## src/rtl/testdrive_axi4_pkg.sv

```systemverilog
// Shared AXI4 encodings, read-DMA FSM states and the 4KB page constant
// used by the read DMA and its burst-length calculator.
package testdrive_axi4_pkg;

   localparam logic [1:0] AXI_BURST_INCR   = 2'b01;
   localparam logic [1:0] AXI_RESP_OKAY    = 2'b00;
   localparam logic [1:0] AXI_RESP_SLVERR  = 2'b10;
   localparam logic [3:0] AXI_CACHE_BUF_MOD = 4'b0011;
   localparam int         BOUNDARY_4K      = 4096;

   typedef enum logic [1:0] {
      ST_IDLE = 2'd0,
      ST_ADDR = 2'd1,
      ST_DATA = 2'd2
   } rdma_state_t;

endpackage

```

## src/rtl/testdrive_axi4_burst_len.sv

```systemverilog
// Combinational burst length: min(remaining beats, C_MAX_BURST, beats left
// before the next 4KB page boundary). Result is 1..256 for remaining > 0.
module testdrive_axi4_burst_len
   import testdrive_axi4_pkg::*;
#(
   parameter int C_DATA_WIDTH = 128,
   parameter int C_MAX_BURST  = 16
) (
   input  logic [11:0] addr,
   input  logic [15:0] remaining,
   output logic [8:0]  len
);
   localparam int LG         = $clog2(C_DATA_WIDTH / 8);
   localparam int PAGE_BEATS = BOUNDARY_4K >> LG;

   logic [12:0] to_4k;
   logic [15:0] lim;
   logic        unused_low;

   // Only the beat index within the page matters; the byte offset is aligned.
   assign to_4k      = 13'(PAGE_BEATS) - 13'(addr[11:LG]);
   assign unused_low = ^addr[LG-1:0];

   always_comb begin
      lim = remaining;
      if (lim > 16'(C_MAX_BURST)) lim = 16'(C_MAX_BURST);
      if (lim > 16'(to_4k))       lim = 16'(to_4k);
      len = 9'(lim);
   end

endmodule

```

## src/rtl/testdrive_axi4_read_dma.sv

```systemverilog
// AXI4 read DMA: splits a command into 4KB-safe INCR bursts, one outstanding,
// and streams R data straight to OUT. Define TESTDRIVE_AXI4_RDMA_RCHECK_EN to flag RID/RLAST errors.
module testdrive_axi4_read_dma
   import testdrive_axi4_pkg::*;
#(
   parameter int C_THREAD_ID_WIDTH = 1,
   parameter int C_ADDR_WIDTH      = 32,
   parameter int C_DATA_WIDTH      = 128,
   parameter int C_MAX_BURST       = 16,
   parameter int C_ARID            = 0
) (
   input  logic                         CLK,
   input  logic                         RST,
   input  logic                         CMD_VALID,
   output logic                         CMD_READY,
   input  logic [C_ADDR_WIDTH-1:0]      CMD_ADDR,
   input  logic [15:0]                  CMD_BEATS,
   output logic [C_THREAD_ID_WIDTH-1:0] ARID,
   output logic [C_ADDR_WIDTH-1:0]      ARADDR,
   output logic [7:0]                   ARLEN,
   output logic [2:0]                   ARSIZE,
   output logic [1:0]                   ARBURST,
   output logic                         ARLOCK,
   output logic [3:0]                   ARCACHE,
   output logic [2:0]                   ARPROT,
   output logic                         ARVALID,
   input  logic                         ARREADY,
   input  logic [C_THREAD_ID_WIDTH-1:0] RID,
   input  logic [C_DATA_WIDTH-1:0]      RDATA,
   input  logic [1:0]                   RRESP,
   input  logic                         RLAST,
   input  logic                         RVALID,
   output logic                         RREADY,
   output logic [C_DATA_WIDTH-1:0]      OUT_DATA,
   output logic                         OUT_VALID,
   output logic                         OUT_LAST,
   input  logic                         OUT_READY,
   output logic                         BUSY,
   output logic                         DONE,
   output logic                         ERR,
   output logic [1:0]                   dbg_state
);
   localparam int LG = $clog2(C_DATA_WIDTH / 8);
   localparam logic [C_THREAD_ID_WIDTH-1:0] ARID_VAL = C_THREAD_ID_WIDTH'(C_ARID);

   // Handshakes: a transfer happens on a rising CLK where valid and ready are both high;
   // valid never waits on ready, and AR fields hold steady while ARVALID is unanswered.
   rdma_state_t             state;
   logic [15:0]             rem;
   logic [8:0]              burst_left;
   logic [C_ADDR_WIDTH-1:0] next_addr;
   logic [C_ADDR_WIDTH-1:0] calc_addr;
   logic [15:0]             calc_rem;
   logic [8:0]              calc_len;
   logic                    in_data, beat_fire, last_of_burst, beat_err;

   assign next_addr = ARADDR + (C_ADDR_WIDTH'({1'b0, ARLEN} + 9'd1) << LG);
   // In IDLE the calculator sizes the first burst of the incoming command.
   assign calc_addr = (state == ST_IDLE) ? CMD_ADDR  : next_addr;
   assign calc_rem  = (state == ST_IDLE) ? CMD_BEATS : rem;

   testdrive_axi4_burst_len #(
      .C_DATA_WIDTH (C_DATA_WIDTH),
      .C_MAX_BURST  (C_MAX_BURST)
   ) u_burst_len (
      .addr      (calc_addr[11:0]),
      .remaining (calc_rem),
      .len       (calc_len)
   );

   assign in_data       = (state == ST_DATA);
   assign last_of_burst = (burst_left == 9'd1);
   assign beat_fire     = in_data && RVALID && OUT_READY;

   assign RREADY    = in_data && OUT_READY;
   assign OUT_VALID = in_data && RVALID;
   assign OUT_DATA  = RDATA;
   assign OUT_LAST  = in_data && RVALID && last_of_burst && (rem == 16'd0);

   assign ARID      = ARID_VAL;
   assign ARSIZE    = 3'(LG);
   assign ARBURST   = AXI_BURST_INCR;
   assign ARLOCK    = 1'b0;
   assign ARCACHE   = AXI_CACHE_BUF_MOD;
   assign ARPROT    = 3'b000;
   assign dbg_state = state;

`ifdef TESTDRIVE_AXI4_RDMA_RCHECK_EN
   assign beat_err = (RRESP != AXI_RESP_OKAY) || (RID != ARID_VAL) || (RLAST != last_of_burst);
`else
   logic unused_rchk;
   assign beat_err    = (RRESP != AXI_RESP_OKAY);
   assign unused_rchk = ^{RID, RLAST};
`endif

   always_ff @(posedge CLK or posedge RST) begin
      if (RST) begin
         state      <= ST_IDLE;
         ARVALID    <= 1'b0;
         ARADDR     <= '0;
         ARLEN      <= '0;
         rem        <= '0;
         burst_left <= '0;
         CMD_READY  <= 1'b1;
         BUSY       <= 1'b0;
         DONE       <= 1'b0;
         ERR        <= 1'b0;
      end else begin
         DONE <= 1'b0;
         case (state)
            ST_IDLE: begin
               if (CMD_VALID) begin
                  if (CMD_BEATS == 16'd0) begin
                     DONE <= 1'b1;
                  end else begin
                     ARADDR     <= CMD_ADDR;
                     ARLEN      <= 8'(calc_len - 9'd1);
                     rem        <= CMD_BEATS - 16'(calc_len);
                     burst_left <= calc_len;
                     ARVALID    <= 1'b1;
                     ERR        <= 1'b0;
                     BUSY       <= 1'b1;
                     CMD_READY  <= 1'b0;
                     state      <= ST_ADDR;
                  end
               end
            end
            ST_ADDR: begin
               if (ARREADY) begin
                  ARVALID <= 1'b0;
                  state   <= ST_DATA;
               end
            end
            ST_DATA: begin
               if (beat_fire) begin
                  if (beat_err) ERR <= 1'b1;
                  burst_left <= burst_left - 9'd1;
                  if (last_of_burst) begin
                     if (rem == 16'd0) begin
                        DONE      <= 1'b1;
                        BUSY      <= 1'b0;
                        CMD_READY <= 1'b1;
                        state     <= ST_IDLE;
                     end else begin
                        ARADDR     <= next_addr;
                        ARLEN      <= 8'(calc_len - 9'd1);
                        rem        <= rem - 16'(calc_len);
                        burst_left <= calc_len;
                        ARVALID    <= 1'b1;
                        state      <= ST_ADDR;
                     end
                  end
               end
            end
            default: state <= ST_IDLE;
         endcase
      end
   end

endmodule

```

## config.mk

```make
export PLATFORM = sky130hd
export DESIGN_NAME = testdrive_axi4_read_dma
export DESIGN_NICKNAME = d
export VERILOG_FILES = /design/src/rtl/testdrive_axi4_pkg.sv /design/src/rtl/testdrive_axi4_burst_len.sv /design/src/rtl/testdrive_axi4_read_dma.sv
export SDC_FILE = /design/constraint.sdc
export NUM_CORES = 1
export LEC_CHECK = 0
export ABC_AREA = 1
export BUFFER_PORTS_ARGS = -buffer_cell sky130_fd_sc_hd__buf_2
export CAP_MARGIN = 20
export CORE_AREA = 2 2 146 148
export DETAILED_ROUTE_END_ITERATION = 8
export DIE_AREA = 0 0 148 150
export SLEW_MARGIN = 10
export SYNTH_ARGS = -nofsm -noshare
export SYNTH_HDL_FRONTEND = slang
export SYNTH_SLANG_ARGS = --single-unit
export TNS_END_PERCENT = 20
```

## constraint.sdc

```tcl
create_clock -name CLK -period 6.92 [get_ports CLK]
set_input_delay 0.692 -clock CLK [delete_from_list [all_inputs] [get_ports CLK]]
set_output_delay 0.692 -clock CLK [all_outputs]
set_load 0.005 [all_outputs]
```

# == Word level (Yosys, flattened, before mapping) ==
# Cells that the tools add are included.
# word_totals
out_inout_bits,192
word_cells,108
register_bits,72
inputBits,186
# op_classes
n_addsub,7
mux,61
n_lt_le_gt_ge,2
eq_ne,11
n_reduce_logical,17
# op_table
operator,count
$mux 32,5
$mux 16,7
$pmux 32 s2,1
$mux 9,6
$mux 8,5
$add 32x13->32,1
$logic_not 16->1,2
$pmux 16 s2,1
$sub 16x9->16,2
$mux 1,22
$pmux 9 s2,1
$gt 16x13->1,1
$gt 16x5->1 const B,1
$pmux 8 s2,1
$mux 12,1
$reduce_and 6->1,2
$mux 2,5
$reduce_and 5->1,2
$sub 9x8->10 const A,1
$add 8x1->9 const B,1
$eq 9x1->1 const B,1
$sub 9x1->9 const B,1
$ne 2x1->1 const B,4
$ne 2x2->1 const B,4
12 further kinds,20

# == Longest topological paths before layout ==
# logic_depth
ltp_word,11
depth_mapped,40
mapped_depth_nobuf,39

# == By module ==
# From an unflattened synthesis, not the netlist that was laid out.
# unflattened
hier_cells,1257
area_unflattened_um2,7898.8
# modules_own_cells
module,area_per_inst_um2,cells_per_inst,instances,seq_area_each_um2
testdrive_axi4_read_dma,7278.2,1149,1,1803.0
testdrive_axi4_burst_len,620.6,108,1,0.0

# == Worst setup path before layout ==
# No wires, ideal clock.
# synth_timing
kind,register to register
startpoint,reg ARLEN[0]
endpoint,reg rem[12]
arrival_ns,4.750
slack_ns,2.052
path_stages_with_launch,34
synth_period_minus_slack_ns,4.868
required_time_ns,6.802
n_path_buf,1
setup_ns,0.118
path_cell_list,dfrtp_1 -> ha_1 -> nand2_1 -> inv_1 -> nand2_1 -> xor2_1 -> inv_1 -> ha_1 -> a21oi_1 -> nand2_1 -> a31oi_1 -> xnor2_1 -> o21ai_0 -> xor2_1 -> ha_1 -> nand2_1 -> nor2_2 -> nand3_2 -> nand2_2 -> buf_6 -> nand2_1 -> o21ai_1 -> ha_1 -> fa_1 -> nand3b_1 -> and2_1 -> inv_1 -> a21oi_1 -> a21oi_2 -> nand3_1 -> nand3_1 -> nand2_1 -> nand3_1 -> nand2_1
# synth_via
elab_chain_cells,11
elab_cells_between_ends,14
classes_between,add/sub: 5; order compare: 1; mux: 8
# synth_lines
element,line_no,source
start: declaration,testdrive_axi4_read_dma.sv:20,"output logic [7:0] ARLEN,"
start signal: assignment,testdrive_axi4_read_dma.sv:117,ARLEN <= 8'(calc_len - 9'd1);
start signal: assignment,testdrive_axi4_read_dma.sv:146,ARLEN <= 8'(calc_len - 9'd1);
$add 8x1->9 (*),testdrive_axi4_read_dma.sv:57,"assign next_addr = ARADDR + (C_ADDR_WIDTH'({1'b0, ARLEN} + 9'd1) << LG);"
$add 32x13->32 (*),testdrive_axi4_read_dma.sv:57,
$mux 12 (*),testdrive_axi4_read_dma.sv:59,assign calc_addr = (state == ST_IDLE) ? CMD_ADDR : next_addr;
$sub 9x8->10 (*),testdrive_axi4_burst_len.sv:21,assign to_4k = 13'(PAGE_BEATS) - 13'(addr[11:LG]);
$gt 16x13->1,testdrive_axi4_burst_len.sv:27,if (lim > 16'(to_4k)) lim = 16'(to_4k);
$mux 9 (*),testdrive_axi4_burst_len.sv:27,
$sub 16x9->16,testdrive_axi4_read_dma.sv:147,rem <= rem - 16'(calc_len);
$mux 16,testdrive_axi4_read_dma.sv:139,if (rem == 16'd0) begin
$mux 16,testdrive_axi4_read_dma.sv:138,if (last_of_burst) begin
$mux 16,testdrive_axi4_read_dma.sv:135,if (beat_fire) begin
$pmux 16 s2 (*),testdrive_axi4_read_dma.sv:110,case (state)
end signal: assignment,testdrive_axi4_read_dma.sv:118,rem <= CMD_BEATS - 16'(calc_len);
end signal: assignment,testdrive_axi4_read_dma.sv:147,
end: declaration,testdrive_axi4_read_dma.sv:49,logic [15:0] rem;
# Every way passes the cells marked *; elsewhere a longest branch is shown, timed or not. The select of a mux whose other input is x is not followed.
# A chain may end at the register's enable or synchronous reset.

# == Final worst setup path ==
# layout_timing
startpoint,reg state[1] (netlist: dbg_state[1])
endpoint,reg rem[12]
# layout_via
elab_chain_cells,11
elab_cells_between_ends,26
classes_between,add/sub: 3; order compare: 2; eq/ne: 6; mux: 10; reduce/logical: 5
# layout_lines
element,line_no,source
start: declaration,testdrive_axi4_read_dma.sv:48,rdma_state_t state;
start signal: assignment,testdrive_axi4_read_dma.sv:98,state <= ST_IDLE;
start signal: assignment,testdrive_axi4_read_dma.sv:124,state <= ST_ADDR;
start signal: assignment,testdrive_axi4_read_dma.sv:131,state <= ST_DATA;
$logic_not 2->1,"testdrive_axi4_read_dma.sv:59, testdrive_axi4_read_dma.sv:60, testdrive_axi4_read_dma.sv:110",
$mux 16,testdrive_axi4_read_dma.sv:60,assign calc_rem = (state == ST_IDLE) ? CMD_BEATS : rem;
$gt 16x5->1,testdrive_axi4_burst_len.sv:26,if (lim > 16'(C_MAX_BURST)) lim = 16'(C_MAX_BURST);
$mux 16,testdrive_axi4_burst_len.sv:26,
$gt 16x13->1,testdrive_axi4_burst_len.sv:27,
$mux 9,testdrive_axi4_burst_len.sv:27,
$sub 16x9->16,testdrive_axi4_read_dma.sv:147,
$mux 16,testdrive_axi4_read_dma.sv:139,
$mux 16,testdrive_axi4_read_dma.sv:138,
$mux 16,testdrive_axi4_read_dma.sv:135,
$pmux 16 s2,testdrive_axi4_read_dma.sv:110,
# Parallel ways exist; a longest one is shown, timed or not. The select of a mux whose other input is x is not followed.

==> results.md <==
- Status: finished, final reports clean
- Die area: 0.0222 mm²
- Port bufs: 105
- Drt via density: 4.82
- Post-route ant nets: 0
- Area delta synth->final: 1.42%
- First-pass GRT wire length: approximately 29,000 µm
- Max FO, Critical Path: 25
- Cell Pwr Density: 643 mW/mm²
- Synth Flop Type: dfrtp_1
- Syn. warnings: 0
- CP Capture Type: register
- Power, Total: 4540 µW
- Die Y: approximately 150 µm
- Final hold viol count: 0
- Fin cells: 1,268
- Synth Cell Area: 0.00696 mm²
- Nets: 1,206
- H-tree depth: 3
- CP Launch Type: register
- Die Wd: 148 µm
- Grt ovf: 0
- Mean post-synth cell area: about 7 µm²
- Via count: 6,117
- RSZ-0062 raised after global routing: false
- Post-synth top area cell: dfrtp_1
- Cell count after synthesis: 1,021
- Core area: 0.0207 mm²
- Post-synth ARST share: 1.00
- Resized Gates After CTS: 0
- Critical Path AT: 5.92 ns
- Setup CP Type: reg2reg
- Initial core utilization: 0.337
- Sequential share of the synthesized area: 0.259
- Initial antenna violation count: 1
- Pins Over Slew Limit: 0
- Post-CTS Hold Buffers: 0
- Reg2Reg Depth: 32
- Clock-pin slew on the worst setup and hold paths: about 0.060 ns
- Total negative slack: 0 ns
- WL/cell: roughly 14 µm
- Max VDD drop: 0.239 mV
- Top cell by count, worst path: nand2_1
- Distinct cells, synth: 52
- GRT Util Overall: 0.164
- Largest net degree at the start of global routing: 76
- Largest stage delay, worst path: 0.44 ns
- Rel. slew slack: 0.500
- Drt first pass iters: 6
- IO Count: 378
- WP data required: 7.15 ns
- Final min period: ~5.7 ns
- DR iter-0 viols: 367
- Synth top area cells: dfrtp_1 26%, buf_4 15%, nand2_1 12%
- Placer Congestion: 0.840
- Seq. cell area: 0.00180 mm²
- Worst-skew pair later-pin latency: 0.34 ns
- Final WL: 17,700 µm
- CTS tree: yes
- Max-cap violations: 0
- Slowest CP cell: dfrtp_1
- Leakage power: 0.00360 µW
- Layout cells sized above 1: 0.179
- Slew @ Worst Pin: approximately 0.75 ns
- N_diodes: 0
- Setup violations, final: 0
- # fillers: 2,256
- Sink Count: 72
- Root Driver: clkbuf_16
- Vias in the first global route: 5,750
- Register bit count reported by yosys: just over 70
- Final period utilization: 0.822
- DP Wirelength: between 10,000 and 15,000 µm
- CTS buffer count: 9
- Setup Skew: 0.00816 ns
- Fmax: 176 MHz
- # rows: 53
- Residual DRC: 0
- CTS max path bufs: 2
- Worst min-delay path class: in2async
- Cells after DPL: 1,251
- Multi-input logic area: 0.00354 mm²
- Share of the synthesized area in the top cell type: 0.255
- Hold slack: 0.412 ns
- # Post-CTS Setup Buffers: 0
- Fin util: 0.341
- EDFF count, synth: 0
-- power by group --
group          switching, µW  internal [µW]
Combinational           2080           1220
Clock                    204            253
Sequential               174            610
-- worst max-delay path: cells and delay by family (launching register included) --
kind / cells / cell delay [ns]
AOI/OAI and AO/OA: 6 / 1.24
adders and majority gates: 3 / 1.02
buffers and inverters: 4 / 0.72
DFF: 1 / 0.44
and+or+nand+nor: 19 / 2.13
-- synthesized netlist by cell type, types with 2 or more instances --
cell,count
a21oi_1,32
a22oi_1,3
a31oi_1,12
buf_2,3
buf_4,142
buf_6,2
clkbuf_1,22
conb_1,2
dfrtp_1,71
fa_1,2
ha_1,30
inv_1,120
inv_2,10
nand2_1,220
nand2_2,8
nand2_4,2
nand3_1,60
nand3_2,6
nand3b_1,5
nand4_1,17
nor2_1,67
nor2_2,6
nor3_1,11
o2111ai_1,2
o211ai_1,15
o21ai_0,89
o21ai_1,10
o21ai_2,4
o311ai_0,2
or2_2,5
xnor2_1,8
xor2_1,13
-- routing by layer --
metal | track usage | vias to the layer above | part of all wire
met5 | 0 | - | 0
met4 | 0.0590 | 0 | 0.027
met3 | 0.0399 | 55 | 0.080
met2 | 0.262 | 212 | 0.44
met1 | 0.215 | 2772 | 0.45
li1 | - | 3078 | -
-- flip-flops by register name, indices dropped and copies added, names as in the netlist --
register,count
burst_left,9
ARVALID,1
BUSY,1
rem,16
dbg_state,2
CMD_READY,1
ERR,1
DONE,1
ARADDR,32
ARLEN,8
-- cell usage in the layout, fill, tap and decap left out, types with 2 or more instances in the layout --
cell type,n
xnor2_1,8
fa_1,2
o21ai_2,4
a21oi_1,32
o21ai_0,89
o21ai_1,10
inv_1,119
inv_2,11
nor2_1,65
clkbuf_16,9
o2111ai_1,2
buf_2,105
dfrtp_1,71
nand2_4,2
a22oi_1,3
o311ai_0,2
nor2_2,6
clkinvlp_4,4
or2_2,5
nand3_2,6
nand2_1,220
xor2_1,13
nor3_1,11
a31oi_1,12
nand3b_1,5
buf_4,5
nand2_2,8
nor2_4,2
o211ai_1,15
conb_1,17
nand4_1,17
nand3_1,60
ha_1,30
-- final cells by class --
class / instances / area share
inverters: 132 / 0.0705
well taps: 275 / 0.0487
multi-input cells: 662 / 0.502
flip-flops and latches: 72 / 0.255
repair buffers: 111 / 0.0836
clock inverters: 6 / 0.00620
clock buffers: 10 / 0.0338
-- stage by stage --
stage | area (µm²) | setup WS [ns]
finish | 7060 | 1.23
global placement | 6750 | 1.33
floorplan | 7020 | 2.05
CTS | 7040 | 1.26
global route | 7060 | 0.516
detailed placement | 6750 | 1.27
-- logic make-up (layout without fill, tap and decap cells) --
group	count (synthesis)	count (layout)	share of synthesized area
muxes	1	1	0.00198
and+or+nand+nor	413	413	0.264
buffers and inverters	302	259	0.242
xor gates and xnor gates	22	22	0.0287
other	2	17	0.00108
AOI/OAI and AO/OA	177	177	0.144
adders and majority gates	32	32	0.0596
DFF	72	72	0.259
-- final timing paths --
path | start | to | slack (ns)
max | dbg_state[1] | rem[12] | 1.23
min | RST | ARADDR[16] | 0.41
max reg2reg | dbg_state[1] | rem[12] | 1.23
min reg2reg | ARADDR[1] | ARADDR[1] | 0.48
max in group asynchronous | RST | CMD_READY | 5.88
min in group CLK | ARADDR[1] | ARADDR[1] | 0.48
Note: power is estimated with default switching activity, not from simulation.
